### config.mk
export PLATFORM = sky130hd
export DESIGN_NAME = midi_tx_encoder_flat
export DESIGN_NICKNAME = d
export VERILOG_FILES = /design/src/rtl/midi_tx_encoder_if.sv /design/src/rtl/midi_tx_encoder.sv /design/src/flat_wrapper.sv
export SDC_FILE = /design/constraint.sdc
export NUM_CORES = 1
export LEC_CHECK = 0
export BUFFER_PORTS_ARGS = -buffer_cell sky130_fd_sc_hd__buf_2
export CAP_MARGIN = 20
export CORE_MARGIN = 1.5
export CORE_UTILIZATION = 28
export DETAILED_ROUTE_END_ITERATION = 10
export HOLD_SLACK_MARGIN = 0.03
export PLACE_DENSITY_LB_ADDON = 0.2
export SYNTH_ARGS = -nofsm -noshare
export SYNTH_HDL_FRONTEND = slang
export SYNTH_SLANG_ARGS = --single-unit
### constraint.sdc
create_clock -name sysclk -period 3.6 [get_ports sysclk]
set_input_delay 0.18 -clock sysclk [delete_from_list [all_inputs] [get_ports sysclk]]
set_output_delay 0.18 -clock sysclk [all_outputs]
set_load 0.005 [all_outputs]
### src/rtl/midi_tx_encoder_if.sv
// Message handshake bundle between a MIDI message source and midi_tx_encoder.
interface midi_tx_encoder_if;
  logic       msg_valid;
  logic       msg_ready;
  logic [3:0] msg_type;
  logic [3:0] msg_ch;
  logic [6:0] msg_data1;
  logic [6:0] msg_data2;
  logic       msg_err;

  modport master (
    output msg_valid, msg_type, msg_ch, msg_data1, msg_data2,
    input  msg_ready, msg_err
  );

  modport slave (
    input  msg_valid, msg_type, msg_ch, msg_data1, msg_data2,
    output msg_ready, msg_err
  );
endinterface

### src/rtl/midi_tx_encoder.sv
// MIDI channel-message encoder and 8N1 serializer (LSB first, idle high).
// Optional MIDI_RUNNING_STATUS_EN omits a status byte equal to the last one sent.
module midi_tx_encoder #(
  parameter int unsigned CLK_HZ = 50_000_000,
  parameter int unsigned BAUD   = 31_250
) (
  input  logic              sysclk,
  input  logic              reset,
  midi_tx_encoder_if.slave  bus,
  output logic              busy,
  output logic              midi_txd
);

  localparam int unsigned DIV   = CLK_HZ / BAUD;
  localparam int unsigned CNT_W = (DIV > 1) ? $clog2(DIV) : 1;
  localparam logic [CNT_W-1:0] BAUD_LAST = CNT_W'(DIV - 1);

  typedef enum logic [1:0] {IDLE, START, DATA, STOP} state_t;

  state_t           state_q, state_d;
  logic [CNT_W-1:0] baud_q, baud_d;
  logic [2:0]       bit_q, bit_d;
  logic [1:0]       idx_q, idx_d;
  logic [1:0]       last_q, last_d;
  logic [7:0]       status_q, status_d;
  logic [6:0]       d1_q, d1_d;
  logic [6:0]       d2_q, d2_d;
  logic             txd_q, txd_d;
  logic             ready_q, ready_d;
  logic             busy_q, busy_d;
  logic             err_q, err_d;
`ifdef MIDI_RUNNING_STATUS_EN
  logic [7:0]       ls_q, ls_d;
  logic             ls_valid_q, ls_valid_d;
`endif

  logic       len3, len2, rs_hit, baud_end;
  logic [7:0] tx_byte;

  assign baud_end = (baud_q == BAUD_LAST);

  // Next-state, capture and line-level logic; txd is computed from next state so it is registered.
  always_comb begin
    state_d  = state_q;
    baud_d   = baud_q;
    bit_d    = bit_q;
    idx_d    = idx_q;
    last_d   = last_q;
    status_d = status_q;
    d1_d     = d1_q;
    d2_d     = d2_q;
    ready_d  = ready_q;
    busy_d   = busy_q;
    err_d    = 1'b0;
    len3     = 1'b0;
    len2     = 1'b0;
    rs_hit   = 1'b0;
    tx_byte  = status_q;
    txd_d    = 1'b1;
`ifdef MIDI_RUNNING_STATUS_EN
    ls_d       = ls_q;
    ls_valid_d = ls_valid_q;
    rs_hit     = ls_valid_q && (ls_q == {bus.msg_type, bus.msg_ch});
`endif

    case (bus.msg_type)
      4'h8, 4'h9, 4'hA, 4'hB, 4'hE: len3 = 1'b1;
      4'hC, 4'hD:                   len2 = 1'b1;
      default: ;
    endcase

    case (state_q)
      IDLE: begin
        if (bus.msg_valid && ready_q) begin
          if (len3 || len2) begin
            status_d = {bus.msg_type, bus.msg_ch};
            d1_d     = bus.msg_data1;
            d2_d     = bus.msg_data2;
            last_d   = len3 ? 2'd2 : 2'd1;
            idx_d    = rs_hit ? 2'd1 : 2'd0;
            baud_d   = '0;
            bit_d    = 3'd0;
            ready_d  = 1'b0;
            busy_d   = 1'b1;
            state_d  = START;
`ifdef MIDI_RUNNING_STATUS_EN
            ls_d       = {bus.msg_type, bus.msg_ch};
            ls_valid_d = 1'b1;
`endif
          end else begin
            err_d = 1'b1;
          end
        end
      end
      START: begin
        if (baud_end) begin
          baud_d  = '0;
          bit_d   = 3'd0;
          state_d = DATA;
        end else begin
          baud_d = baud_q + CNT_W'(1);
        end
      end
      DATA: begin
        if (baud_end) begin
          baud_d = '0;
          if (bit_q == 3'd7) state_d = STOP;
          else               bit_d   = bit_q + 3'd1;
        end else begin
          baud_d = baud_q + CNT_W'(1);
        end
      end
      STOP: begin
        if (baud_end) begin
          baud_d = '0;
          bit_d  = 3'd0;
          if (idx_q == last_q) begin
            idx_d   = 2'd0;
            ready_d = 1'b1;
            busy_d  = 1'b0;
            state_d = IDLE;
          end else begin
            idx_d   = idx_q + 2'd1;
            state_d = START;
          end
        end else begin
          baud_d = baud_q + CNT_W'(1);
        end
      end
      default: state_d = IDLE;
    endcase

    case (idx_d)
      2'd0:    tx_byte = status_d;
      2'd1:    tx_byte = {1'b0, d1_d};
      default: tx_byte = {1'b0, d2_d};
    endcase

    case (state_d)
      START:   txd_d = 1'b0;
      DATA:    txd_d = tx_byte[bit_d];
      default: txd_d = 1'b1;
    endcase
  end

  // State register; synchronous reset aborts any frame in progress.
  always_ff @(posedge sysclk) begin
    if (reset) begin
      state_q  <= IDLE;
      baud_q   <= '0;
      bit_q    <= 3'd0;
      idx_q    <= 2'd0;
      last_q   <= 2'd0;
      status_q <= 8'h00;
      d1_q     <= 7'h00;
      d2_q     <= 7'h00;
      txd_q    <= 1'b1;
      ready_q  <= 1'b1;
      busy_q   <= 1'b0;
      err_q    <= 1'b0;
`ifdef MIDI_RUNNING_STATUS_EN
      ls_q       <= 8'h00;
      ls_valid_q <= 1'b0;
`endif
    end else begin
      state_q  <= state_d;
      baud_q   <= baud_d;
      bit_q    <= bit_d;
      idx_q    <= idx_d;
      last_q   <= last_d;
      status_q <= status_d;
      d1_q     <= d1_d;
      d2_q     <= d2_d;
      txd_q    <= txd_d;
      ready_q  <= ready_d;
      busy_q   <= busy_d;
      err_q    <= err_d;
`ifdef MIDI_RUNNING_STATUS_EN
      ls_q       <= ls_d;
      ls_valid_q <= ls_valid_d;
`endif
    end
  end

  assign bus.msg_ready = ready_q;
  assign bus.msg_err   = err_q;
  assign busy          = busy_q;
  assign midi_txd      = txd_q;

endmodule

### src/flat_wrapper.sv
// flat-port wrapper written by rule: the top's interface ports become plain ports
module midi_tx_encoder_flat 
#(
  parameter int unsigned CLK_HZ = 50_000_000,
  parameter int unsigned BAUD   = 31_250
)
  (sysclk, reset, busy, midi_txd, bus_msg_valid, bus_msg_type, bus_msg_ch, bus_msg_data1, bus_msg_data2, bus_msg_ready, bus_msg_err);
  midi_tx_encoder_if bus_i ();
  input  logic sysclk;
  input  logic reset;
  output logic busy;
  output logic midi_txd;
  input wire logic [$bits(bus_i.msg_valid)-1:0] bus_msg_valid;
  input wire logic [$bits(bus_i.msg_type)-1:0] bus_msg_type;
  input wire logic [$bits(bus_i.msg_ch)-1:0] bus_msg_ch;
  input wire logic [$bits(bus_i.msg_data1)-1:0] bus_msg_data1;
  input wire logic [$bits(bus_i.msg_data2)-1:0] bus_msg_data2;
  output wire logic [$bits(bus_i.msg_ready)-1:0] bus_msg_ready;
  output wire logic [$bits(bus_i.msg_err)-1:0] bus_msg_err;
  assign bus_i.msg_valid = bus_msg_valid;
  assign bus_i.msg_type = bus_msg_type;
  assign bus_i.msg_ch = bus_msg_ch;
  assign bus_i.msg_data1 = bus_msg_data1;
  assign bus_i.msg_data2 = bus_msg_data2;
  assign bus_msg_ready = bus_i.msg_ready;
  assign bus_msg_err = bus_i.msg_err;
  midi_tx_encoder #(.CLK_HZ(CLK_HZ), .BAUD(BAUD)) u_core (.sysclk(sysclk), .reset(reset), .bus(bus_i), .busy(busy), .midi_txd(midi_txd));
endmodule
==> results.md <==
- Status: completed
- Initial antenna violation count: 0
- Area grow syn2layout: 14.44%
- DRT Pass-1 Iters: 5
- Cts bufs inserted: 5
- DRC: 0
- Sequential cell area fraction in the yosys report: 38.66%
- Largest net degree at the start of global routing: 47
- Clock power frac: 25.8%
- Post-synth EDFFs: 0
- Worst-margin pin slew: 0.9116 ns
- Post-DP HPWL: 4.192 mm
- Crit path max fanout: 7
- Most common cell in the netlist: nor2_1
- Die Y: 95.24 um
- Worst Setup Start Kind: register
- DIE WIDTH: ~95 um
- CTS root buf: clkbuf_8
- Sequential group share of total power: 38.2%
- Mean post-synth cell area: 8.478 um^2
- Cell Rows: 33
- Critical Path RT: ~3.8 ns
- Sw Pwr: 584.4 uW
- Max_cap viols: 0
- Vias in the first global route: a little under 2000
- Layout cells sized above 1: 16.94%
- Library cells used by synthesis: between 50 and 60
- Vias per cell: ~5
- First-pass GRT wire length: 9.508 mm
- PwrDens: approximately 580 mW/mm^2
- Switching part of the total power: 36.77%
- RSZ-0062 raised after global routing: false
- Synth Flop Type: dfxtp_1
- Initial DRC Count: 82
- Tcrit/Tclk final: ~83%
- Clock Skew: 0.008902 ns
- Synth area leaders: dfxtp_1, mux2i_1, nor2_1
- Core area: slightly above 0.008 mm^2
- Cells after synthesis: 281
- Synthesized flop and latch total: between 40 and 50
- GRT met1 Usage: between 10% and 20%
- Post-CTS setup buffer count: 0
- Global Route Usage Sum: a little over an eighth
- M3 GR Usage: under 10%
- Met2 Track Usage GR: around a fifth
- Peak Freq: around 340 MHz
- CTS tree: yes
- Largest area contributor in the netlist: dfxtp_1
- Tmin final: 2.971 ns
- Relative slew slack: 39.23%
- Share of the synthesized area in the top cell type: roughly two fifths
- Synthesized area: 0.002382 mm^2
- P_int: between 1000 and 1500 uW
- Starting density of the core: 28.99%
- Worst-path clk slew: 0.09 ns
- Synth cell count leaders: nor2_1, dfxtp_1, mux2i_1, a21oi_1
- Final max-slew violation count: 0
- Final setup viols: 0
- Tightest Hold Check Type: in2reg
- Hold_buf cts: 0
- PortBufs: 28
- Worst VDD drop: 190.8 uV
- Leak: 0.001041 uW
- CP arrival: 3.18 ns
- DRT antenna net count: 0
- Die Area: 0.009071 mm^2
- Routed WL: between 5 and 6 mm
- Post-Syn Nets: between 300 and 400
- CTS max path bufs: 2
- N_diodes: 0
- Most Crowded Layer GR: met2
- Setup Crit Path Kind: reg2reg
- Hold Violations, Final: 0
- Setup TNS Final: 0 ns
- Fraction of registers with async set or reset after synthesis: 0%
- Crit end category: register
- Synth Warn #: 0
- DR vias: 2103
- Core Util, Final: 33.18%
- Clk sinks: 46
- Filler cells: 892
- Post_cts resized: 0
- H-tree levels: 2
- # IOs: 29
- Grt ovf: 0
- Worst skew pair latency: around 0.31 ns
- Comb power frac: a little over a third
- Final net count: 338
- Final Wtd Congestion: about 0.83
- Routed wire per std cell: 13.93 um
-- path summary, 6_finish.rpt --
check,start,to,slack [ns],cells after the start
setup reg to reg,u_core.state_q[0]$_SDFF_PP0_,u_core.midi_txd$_SDFF_PP1_,0.63,10
setup / recovery,u_core.state_q[0]$_SDFF_PP0_,u_core.midi_txd$_SDFF_PP1_,0.63,10
hold reg to reg,u_core.status_q[7]$_SDFF_PP0_,u_core.status_q[7]$_SDFF_PP0_,0.46,2
hold / removal,bus_msg_type[3],u_core.bus.msg_err$_SDFF_PP0_,0.11,2
-- layout make-up --
cell class | instances | area, um^2 | area share [%]
Multi-Input combinational cell | 216 | 1375 | 50.44
Sequential cell | 46 | 920.9 | 33.78
Timing Repair Buffer | 30 | 155.1 | 5.691
Tap cell | 105 | 131.4 | 4.819
Clock buffer | 5 | 68.82 | 2.524
Clock inverter | 3 | 48.80 | 1.790
Inverter | 7 | 26.28 | 0.9637
-- per-stage QoR --
step	hold WS, ns	cell area [um^2]	cells	worst slack [ns]	total power, uW
2_1_floorplan	0.2736	2382	281	1.078	1049
3_3_place_gp	0.4338	2609	404	0.6514	1189
6_report	0.1071	2726	412	0.6288	1589
3_5_place_dp	0.4196	2609	404	0.6108	1192
4_1_cts	0.09326	2726	412	0.5922	1609
5_1_grt	0.1166	2726	412	0.3298	1714
-- flip-flops by register name, summed over array words and instances (netlist names) --
name / cells
u_core.d1_q: 7
u_core.bit_q: 3
u_core.state_q: 2
u_core.midi_txd: 1
u_core.status_q: 8
u_core.idx_q: 2
u_core.d2_q: 7
u_core.baud_q: 11
u_core.busy: 1
u_core.last_q: 2
u_core.bus.msg_ready: 1
u_core.bus.msg_err: 1
-- kinds of logic (layout without fill, tap and decap cells) --
group	after synthesis	in the layout	synth area share, %
buf+inv	19	45	3.729
compound gates	74	74	21.85
simple gates	113	113	22.95
xor+xnor	2	2	0.7354
flops	46	46	38.66
mux	20	20	8.403
fa+ha+maj	7	7	3.676
-- layer usage --
layer / vias to the layer above / wire, um
met5: - / 0
met4: 0 / 94
met3: 9 / 280
met2: 43 / 2416
met1: 987 / 2947
li1: 1064 / -
-- power by group through the flow --
stage | Clock [uW] | Sequential (uW) | Combinational (uW)
4_1_cts | 425 | 609 | 575
2_1_floorplan | 0 | 613 | 436
5_1_grt | 449 | 615 | 650
3_5_place_dp | 0 | 620 | 572
6_report | 410 | 608 | 572
3_3_place_gp | 0 | 619 | 570
-- worst max-delay path, stage by stage (launching register included) --
cell	delay, ns
dfxtp_1	0.39
inv_1	0.11
ha_1	0.33
nand4b_1	0.20
o21ai_0	0.45
nor3_1	0.13
o31ai_2	0.53
o221ai_1	0.21
o221ai_1	0.21
a32oi_1	0.12
a21o_1	0.20
-- layout by cell type, fill, tap and decap left out, types with 3 or more instances in the layout --
cell type,instances
o31ai_1,3
nor2b_1,6
clkbuf_8,5
a21oi_1,16
or2_2,4
buf_2,28
a22oi_1,4
mux2i_1,20
a21o_1,3
o22ai_1,6
and3_1,7
a311oi_1,4
inv_1,7
nand2_1,14
nand2b_1,4
nor2_1,52
nor3_1,7
dfxtp_1,46
o21ai_0,14
nand3_1,7
ha_1,7
Power figures use the tool's default switching activity.
